===== src/rtl/error_block_if.sv =====
// Sample-point strobe, active-low error indications and aggregated error outputs of error_block.
// With ERROR_BLOCK_CNT_EN defined the bundle also carries the saturating error count ERR_CNT.
interface error_block_if
`ifdef ERROR_BLOCK_CNT_EN
  #(parameter int unsigned CNT_W = 8)
`endif
  ;
  logic       SP;
  logic       STF_E;
  logic       EOF_E;
  logic       CRC_E;
  logic       FRM_E;
  logic       ERROR;
  logic       ERR_DET;
  logic [3:0] ERR_TYPE;
`ifdef ERROR_BLOCK_CNT_EN
  logic [CNT_W-1:0] ERR_CNT;
`endif

  modport master (
    output SP, STF_E, EOF_E, CRC_E, FRM_E,
    input  ERROR, ERR_DET, ERR_TYPE
`ifdef ERROR_BLOCK_CNT_EN
    , input ERR_CNT
`endif
  );

  modport slave (
    input  SP, STF_E, EOF_E, CRC_E, FRM_E,
    output ERROR, ERR_DET, ERR_TYPE
`ifdef ERROR_BLOCK_CNT_EN
    , output ERR_CNT
`endif
  );
endinterface


===== src/rtl/error_block.sv =====
// CAN error aggregation: samples active-low error inputs on SP and holds ERROR for FLAG_LEN sample points.
// Optional saturating error-event counter ERR_CNT enabled by macro ERROR_BLOCK_CNT_EN.
module error_block #(
  parameter int unsigned FLAG_LEN = 6
`ifdef ERROR_BLOCK_CNT_EN
  , parameter int unsigned CNT_W = 8
`endif
) (
  input  logic          clock,
  input  logic          reset,
  error_block_if.slave  bus
);
  localparam int unsigned FLAG_W = 4;

  typedef enum logic {IDLE, FLAG} state_t;

  state_t              state_q, state_d;
  logic [FLAG_W-1:0]   flag_cnt_q, flag_cnt_d;
  logic                error_q, error_d;
  logic                err_det_q, err_det_d;
  logic [3:0]          err_type_q, err_type_d;
  logic [3:0]          err_vec;
`ifdef ERROR_BLOCK_CNT_EN
  logic [CNT_W-1:0]    cnt_q, cnt_d;
`endif

  assign err_vec = ~{bus.STF_E, bus.EOF_E, bus.CRC_E, bus.FRM_E};

  // State and output registers
  always_ff @(posedge clock or negedge reset) begin
    if (!reset) begin
      state_q    <= IDLE;
      flag_cnt_q <= '0;
      error_q    <= 1'b0;
      err_det_q  <= 1'b0;
      err_type_q <= '0;
`ifdef ERROR_BLOCK_CNT_EN
      cnt_q      <= '0;
`endif
    end else begin
      state_q    <= state_d;
      flag_cnt_q <= flag_cnt_d;
      error_q    <= error_d;
      err_det_q  <= err_det_d;
      err_type_q <= err_type_d;
`ifdef ERROR_BLOCK_CNT_EN
      cnt_q      <= cnt_d;
`endif
    end
  end

  // Next-state and next-output logic; inputs only matter on sample points
  always_comb begin
    state_d    = state_q;
    flag_cnt_d = flag_cnt_q;
    error_d    = error_q;
    err_det_d  = 1'b0;
    err_type_d = err_type_q;
`ifdef ERROR_BLOCK_CNT_EN
    cnt_d      = cnt_q;
`endif
    case (state_q)
      IDLE: begin
        if (bus.SP && (err_vec != 4'b0000)) begin
          state_d    = FLAG;
          flag_cnt_d = FLAG_W'(FLAG_LEN);
          error_d    = 1'b1;
          err_det_d  = 1'b1;
          err_type_d = err_vec;
`ifdef ERROR_BLOCK_CNT_EN
          if (cnt_q != {CNT_W{1'b1}}) cnt_d = cnt_q + CNT_W'(1);
`endif
        end
      end
      FLAG: begin
        if (bus.SP) begin
          flag_cnt_d = flag_cnt_q - FLAG_W'(1);
          if (flag_cnt_q == FLAG_W'(1)) begin
            error_d = 1'b0;
            state_d = IDLE;
          end
        end
      end
      default: state_d = IDLE;
    endcase
  end

  assign bus.ERROR    = error_q;
  assign bus.ERR_DET  = err_det_q;
  assign bus.ERR_TYPE = err_type_q;
`ifdef ERROR_BLOCK_CNT_EN
  assign bus.ERR_CNT  = cnt_q;
`endif
endmodule


===== src/flat_wrapper.sv =====
// flat-port wrapper written by rule: the top's interface ports become plain ports
module error_block_flat 
#(
  parameter int unsigned FLAG_LEN = 6

)
  (clock, reset, bus_SP, bus_STF_E, bus_EOF_E, bus_CRC_E, bus_FRM_E, bus_ERROR, bus_ERR_DET, bus_ERR_TYPE);
  error_block_if bus_i ();
  input  logic clock;
  input  logic reset;
  input wire logic [$bits(bus_i.SP)-1:0] bus_SP;
  input wire logic [$bits(bus_i.STF_E)-1:0] bus_STF_E;
  input wire logic [$bits(bus_i.EOF_E)-1:0] bus_EOF_E;
  input wire logic [$bits(bus_i.CRC_E)-1:0] bus_CRC_E;
  input wire logic [$bits(bus_i.FRM_E)-1:0] bus_FRM_E;
  output wire logic [$bits(bus_i.ERROR)-1:0] bus_ERROR;
  output wire logic [$bits(bus_i.ERR_DET)-1:0] bus_ERR_DET;
  output wire logic [$bits(bus_i.ERR_TYPE)-1:0] bus_ERR_TYPE;
  assign bus_i.SP = bus_SP;
  assign bus_i.STF_E = bus_STF_E;
  assign bus_i.EOF_E = bus_EOF_E;
  assign bus_i.CRC_E = bus_CRC_E;
  assign bus_i.FRM_E = bus_FRM_E;
  assign bus_ERROR = bus_i.ERROR;
  assign bus_ERR_DET = bus_i.ERR_DET;
  assign bus_ERR_TYPE = bus_i.ERR_TYPE;
  error_block #(.FLAG_LEN(FLAG_LEN)) u_core (.clock(clock), .reset(reset), .bus(bus_i));
endmodule

===== config.mk =====
export PLATFORM = sky130hd
export DESIGN_NAME = error_block_flat
export DESIGN_NICKNAME = d
export VERILOG_FILES = /design/src/rtl/error_block_if.sv /design/src/rtl/error_block.sv /design/src/flat_wrapper.sv
export SDC_FILE = /design/constraint.sdc
export NUM_CORES = 1
export LEC_CHECK = 0
export ABC_AREA = 1
export CORE_AREA = 2 2 39 41
export CTS_BUF_LIST = sky130_fd_sc_hd__clkbuf_4 sky130_fd_sc_hd__clkbuf_8 sky130_fd_sc_hd__clkbuf_16
export DETAILED_ROUTE_END_ITERATION = 7
export DIE_AREA = 0 0 41 43
export PLACE_DENSITY = 0.72
export SETUP_SLACK_MARGIN = 0.2
export SYNTH_ARGS = -nofsm -noshare
export SYNTH_HDL_FRONTEND = slang
export SYNTH_SLANG_ARGS = --single-unit

===== constraint.sdc =====
create_clock -name clock -period 1.4 [get_ports clock]
set_input_delay 0.14 -clock clock [delete_from_list [all_inputs] [get_ports clock]]
set_output_delay 0.14 -clock clock [all_outputs]
set_load 0.01 [all_outputs]

==> results of run 1 <==
## worst min-delay path by stage
stage,end,startpoint,slack (ns)
after CTS,u_core.flag_cnt_q[2]$_DFFE_PN0P_,reset,0.22
after floorplan,u_core.bus.ERROR$_DFFE_PN0P_,reset,-0.16
after global routing,u_core.flag_cnt_q[2]$_DFFE_PN0P_,reset,0.23
after detailed placement,u_core.bus.ERROR$_DFFE_PN0P_,u_core.bus.ERROR$_DFFE_PN0P_,0.47
after global placement,u_core.bus.ERROR$_DFFE_PN0P_,u_core.bus.ERROR$_DFFE_PN0P_,0.46
final,u_core.bus.ERR_TYPE[2]$_DFFE_PN0P_,reset,0.20
## cells in the mapped netlist
cell and instances:
nor2_1 3, o21ai_0 5, buf_6 1, inv_1 6, nand3_1 6, nand2_1 20, nand4_1 1, nand3b_1 1
o21ai_2 1, dfrtp_1 11, ha_1 2
## metrics by stage
stage | std cells | cell area (um2) | utilization | hold slack, ns
global placement | 86 | 642 | 0.464 | 0.456
floorplan | 57 | 498 | - | -0.156
finish | 90 | 664 | 0.480 | 0.204
detailed placement | 86 | 642 | 0.464 | 0.469
CTS | 90 | 664 | 0.480 | 0.220
global route | 90 | 664 | 0.480 | 0.232
## cells by family after synthesis
group                    synth area share
AO/OA/AOI/OAI                      0.0678
buffers and inverters              0.0678
flip-flops                          0.553
AND/OR/NAND/NOR                     0.261
adder cells (fa/ha/maj)            0.0502
## state kept, by name, summed over array words and instances (netlist names)
signal and count:
u_core.flag_cnt_q 4, u_core.bus.ERR_DET 1, u_core.bus.ERR_TYPE 4, u_core.state_q 1, u_core.bus.ERROR 1
## worst register-to-register path, delay by kind of cell (launching register included)
family	cells	cell delay, ns
AO/OA/AOI/OAI	2	0.15
AND/OR/NAND/NOR	2	0.21
flip-flops	1	0.42
buffers and inverters	1	0.16
## per-layer routing
metal / share of wire / vias to the layer above / wire [um] / track usage
met4: 0 / 0 / 0 / 0.0800
met2: 0.48 / 9 / 456 / 0.197
met1: 0.47 / 195 / 446 / 0.188
li1: - / 217 / - / -
met5: 0 / - / 0 / 0
met3: 0.049 / 0 / 47 / 0.0785
## power by group
| group | switching (mW) | total, mW | internal, mW |
|---|---|---|---|
| registers | 0.0897 | 0.543 | 0.454 |
| clock network | 0.104 | 0.233 | 0.130 |
| logic | 0.247 | 0.455 | 0.208 |
| total | 0.440 | 1.23 | 0.792 |
## final cells by class
type	count	area (um2)	area share
Clock buffer	4	30.0	0.0452
Sequential cell	11	275	0.414
Multi-Input combinational cell	39	189	0.284
Inverter	6	22.5	0.0339
Timing Repair Buffer	14	128	0.192
Tap cell	16	20.0	0.0301
## timing repair
action / in CTS / in global routing
setup endpoints to repair: 6 / 0
resized for setup: 6 / 0
endpoints found under the hold margin: 0 / 0
==> qor.txt, run 1 <==
DIE HEIGHT: 43 um
Tightest Pin Transition: 0.498 ns
Site Rows: 14
fillcell total: 144
synth top area cells: dfrtp_1, nand2_1, nand3_1, ha_1, o21ai_0
syn_nets: 66
Crit Path Max Fanout: 2
first-pass GRT wire length: 1660 um
crit end category: output port
GRT Overall Usage: 0.149
Synth Register Bits: 11
CTS tree: done
r2r startpoint: u_core.state_q$_DFF_PN0_
max-cap violations: 0
slowest CP cell: dfrtp_1
Hold Crit Class: input pin to asynchronous set/reset pin
PD cells: 1850 nW/um2
endpoints failing setup: 0
initial core utilization: 0.360
width of the die: 41 um
commonest non-fill, non-tap cell in the layout: nand2_1
CTS clk-pin slew, worst paths: 0.07 ns
DR iter-0 viols: 4
Post-CTS Hold Fix Bufs: 0
initial antenna violation count: 0
Final Worst Setup Slack: 0.327 ns
Fin Clk Skew: 0.00843 ns
GR Overflow Total: 0
run status: finished clean
Root Buffer: clkbuf_4
Slew headroom: 0.667
Worst R2R Path Depth: 5
clock period minus worst slack: 1.07 ns
most frequent cells in the layout: nand2_1, dfrtp_1
Setup CP Type: register to output port
Bufs on Longest Clock Path: 2
period utilization: 0.766
Core Region: 1380 um2
final wirelength: 951 um
Critical Path Max Stage Delay: 0.38 ns
total number of vias: 421
Setup TNS: 0 ns
die area: 1760 um2
clock latency on the worst-skew pair: 0.27 ns
yosys synthesis warning count: 0
routability congestion estimate: 0.670
ratio of cells with drive above 1 in the final layout: 0.0946
Synth area leader: dfrtp_1
Diodes inserted: 0
sequential share of the synthesized area: 0.553
fmax: 932 MHz
synth unique cells: 11
Pwr Total: 1.23 mW
peak supply drop: 0.000734 V
IO Pins: 13
number of global-route vias before repair: 383
CP Depth: 1
worst path arrival time: 0.93 ns
Buf+Inv Stages, Crit Path: 1
Worst Path Required: 1.26 ns
Critical Path Start Type: register
drc violations: 0
DP Wirelength: 717 um
Top delay family on crit path: flip-flops
Fin. Hold Viols: 0
cts bufs inserted: 3
Post-CTS Setup Bufs: 0
Avg Synthesized Cell Area: 8.74 um2
leakage power: 0.354 nW
Worst Setup SP: u_core.bus.ERR_TYPE[2]$_DFFE_PN0P_
Yosys top cell area share: 0.553
FF-to-FF setup slack: 0.35 ns
Layout area overhead: 33.4%
nets: 84
router iterations before antenna repair: 4
CP cell instances: dlygate4sd2_1
Synth Cell Area: 498 um2
RSZ-0062 raised after global routing: false
FF-to-FF End: u_core.bus.ERR_TYPE[1]$_DFFE_PN0P_
Routed Antenna Nets: 0
per-cell routed wire length: 10.6 um
clock sinks: 11
post-synthesis cell count: 57
IO Port Bufs: 12
Final Max Tran Viols: 0
pin count of the biggest net entering global routing: 12
CTS H-tree depth: 1
via/cell ratio: 4.68
pre-CTS WS: 0.0551 ns
Critical Path End: bus_ERR_TYPE[2]
No activity file was read; power rests on OpenSTA's default activity.
==> inputs of run 2 (changes only) <==
==> constraint.sdc (replaced) <==
create_clock -name clock -period 1 [get_ports clock]
set_input_delay 0.1 -clock clock [delete_from_list [all_inputs] [get_ports clock]]
set_output_delay 0.1 -clock clock [all_outputs]
set_load 0.01 [all_outputs]
==> run 2 against run 1 <==
Against the previous run:
- sequential power up 46%
- clock skew fell by 0.0060 ns
- first-iteration DRC count decreased by 25%
- non-clock buffer count up 10
- die area is the same
- largest cell class unchanged
- routed wire length up 20%
- final cell count up 11%
- count of clock-buffer cells in the layout fell by 1
- via count rose by 11%
- total power grew 72%
- sequential cell count did not move
==> qor.txt, run 2 (synthesized netlist as in run 1, its figures left out) <==
drc violations: 0 (unchanged)
per-cell routed wire length: 11.4 um (+8.1%)
Setup CP Type: register to register
crit end category: register
pin count of the biggest net entering global routing: 12 (unchanged)
GR Overflow Total: 0 (unchanged)
routability congestion estimate: 0.750 (+12%)
CTS tree: done
die area: 1760 um2 (unchanged)
commonest non-fill, non-tap cell in the layout: nand2_1
Fin. Hold Viols: 0 (unchanged)
width of the die: 41 um (unchanged)
Bufs on Longest Clock Path: 2 (unchanged)
GRT Overall Usage: 0.151 (+0.00228)
Final Max Tran Viols: 0 (unchanged)
fmax: 1010 MHz
via/cell ratio: 4.69 (+0.26%)
Root Buffer: clkbuf_4
initial core utilization: 0.360 (unchanged)
Worst R2R Path Depth: 5 (unchanged)
max-cap violations: 0 (unchanged)
DIE HEIGHT: 43 um (unchanged)
fillcell total: 127 (-12%)
Fin Clk Skew: 0.00242 ns (-0.00602 ns)
Diodes inserted: 0 (unchanged)
clock sinks: 11 (unchanged)
IO Pins: 13 (unchanged)
clock latency on the worst-skew pair: 0.26 ns (about the same)
worst path arrival time: 1.14 ns (+0.21 ns)
RSZ-0062 raised after global routing: true
DP Wirelength: 769 um (+7.2%)
number of global-route vias before repair: 469 (+22%)
cts bufs inserted: 3 (unchanged)
DR iter-0 viols: 3 (-1)
Slew headroom: 0.871 (+0.205)
Finished Cell Area: 793 um2 (+19%)
most frequent cells in the layout: nand2_1, dfrtp_1, buf_4
Setup TNS: 0 ns (unchanged)
PD cells: 2680 nW/um2 (+44%)
run status: finished clean
peak supply drop: 0.00102 V (+39%)
total number of vias: 469 (+11%)
Layout area overhead: 59.3%
pre-CTS WS: -0.252 ns (-0.307 ns)
first-pass GRT wire length: 1790 um (+7.9%)
Core Region: 1380 um2 (unchanged)
FF-to-FF End: u_core.flag_cnt_q[0]$_DFFE_PN0P_
dpl cells: 91 (+5.8%)
initial antenna violation count: 0 (unchanged)
router iterations before antenna repair: 4 (unchanged)
final wirelength: 1140 um (+20%)
FF-to-FF setup slack: 0.01 ns (-0.34 ns)
Worst Path Required: 1.15 ns (-0.11 ns)
CTS clk-pin slew, worst paths: 0.07 ns (about the same)
CTS H-tree depth: 1 (unchanged)
IO Port Bufs: 12 (unchanged)
Crit Path Max Fanout: 6 (+4)
Hold Crit Class: input pin to asynchronous set/reset pin
Site Rows: 14 (unchanged)
period utilization: 0.986
Post-CTS Hold Fix Bufs: 0 (unchanged)
leakage power: 0.408 nW (+15%)
Final Worst Setup Slack: 0.0145 ns (-0.313 ns)
placed instance area: 692 um2 (+7.8%)
clock period minus worst slack: 0.986 ns
Routed Antenna Nets: 0 (unchanged)
Tightest Pin Transition: 0.193 ns (-0.306 ns)
ratio of cells with drive above 1 in the final layout: 0.476 (+0.382)
nets: 94 (+12%)
final cell count without fillers: 100 (+11%)
Critical Path Start Type: register
r2r startpoint: u_core.state_q$_DFF_PN0_
endpoints failing setup: 0 (unchanged)
## run 2: report_power, final
| part | switching (mW) | total (mW) | internal, mW | leakage, nW |
|---|---|---|---|---|
| logic | 0.515 | 1.04 | 0.524 | 0.261 |
| clock network | 0.145 | 0.292 | 0.148 | 0.0177 |
| registers | 0.158 | 0.794 | 0.636 | 0.130 |
| total | 0.818 | 2.12 | 1.31 | 0.408 |
## run 2: worst max-delay path, cell delays in order (launching register included)
cell     delay (ns)
dfrtp_1        0.41
nor2_2         0.13
o21ai_2        0.09
buf_6          0.14
nand3_1        0.06
nand2_1        0.05
## run 2: metal layers
| layer | up-vias | routed length (um) | track usage |
|---|---|---|---|
| li1 | 237 | - | - |
| met1 | 218 | 486 | 0.172 |
| met2 | 10 | 591 | 0.247 |
| met3 | 4 | 38 | 0.0314 |
| met4 | 0 | 27 | 0.0800 |
| met5 | - | 0 | 0 |
## run 2: how the worst max path moves through the flow
stage	start	to	slack, ns
final	u_core.state_q$_DFF_PN0_	u_core.flag_cnt_q[0]$_DFFE_PN0P_	0.01
after global routing	u_core.flag_cnt_q[0]$_DFFE_PN0P_	u_core.flag_cnt_q[1]$_DFFE_PN0P_	-0.05
after CTS	u_core.bus.ERR_TYPE[0]$_DFFE_PN0P_	bus_ERR_TYPE[0]	0.004
after detailed placement	bus_SP	u_core.bus.ERR_TYPE[1]$_DFFE_PN0P_	-0.25
after global placement	bus_SP	u_core.bus.ERR_TYPE[3]$_DFFE_PN0P_	-0.22
after floorplan	u_core.flag_cnt_q[0]$_DFFE_PN0P_	u_core.flag_cnt_q[1]$_DFFE_PN0P_	0.06
## run 2: cell type report
cell class / count / area (um2) / area share
clock buffers: 3 / 22.5 / 0.0284
clock inverters: 1 / 5.00 / 0.00631
inverters: 6 / 27.5 / 0.0347
multi-input cells: 39 / 256 / 0.323
flip-flops and latches: 11 / 275 / 0.347
well taps: 16 / 20.0 / 0.0252
repair buffers: 24 / 186 / 0.235
## run 2: through the flow
step	hold slack (ns)	total power, mW	util
global placement	0.413	1.60	0.500
detailed placement	0.407	1.62	0.500
finish	0.121	2.12	0.573
floorplan	-0.196	1.20	-
CTS	0.120	1.96	0.535
global route	0.146	2.30	0.573
## run 2: timing repair
item	4_1_cts	5_1_grt
buffers inserted	4	0
setup endpoints to repair	17	17
gates cloned	1	0
resized for setup	31	21
pin swaps	8	4
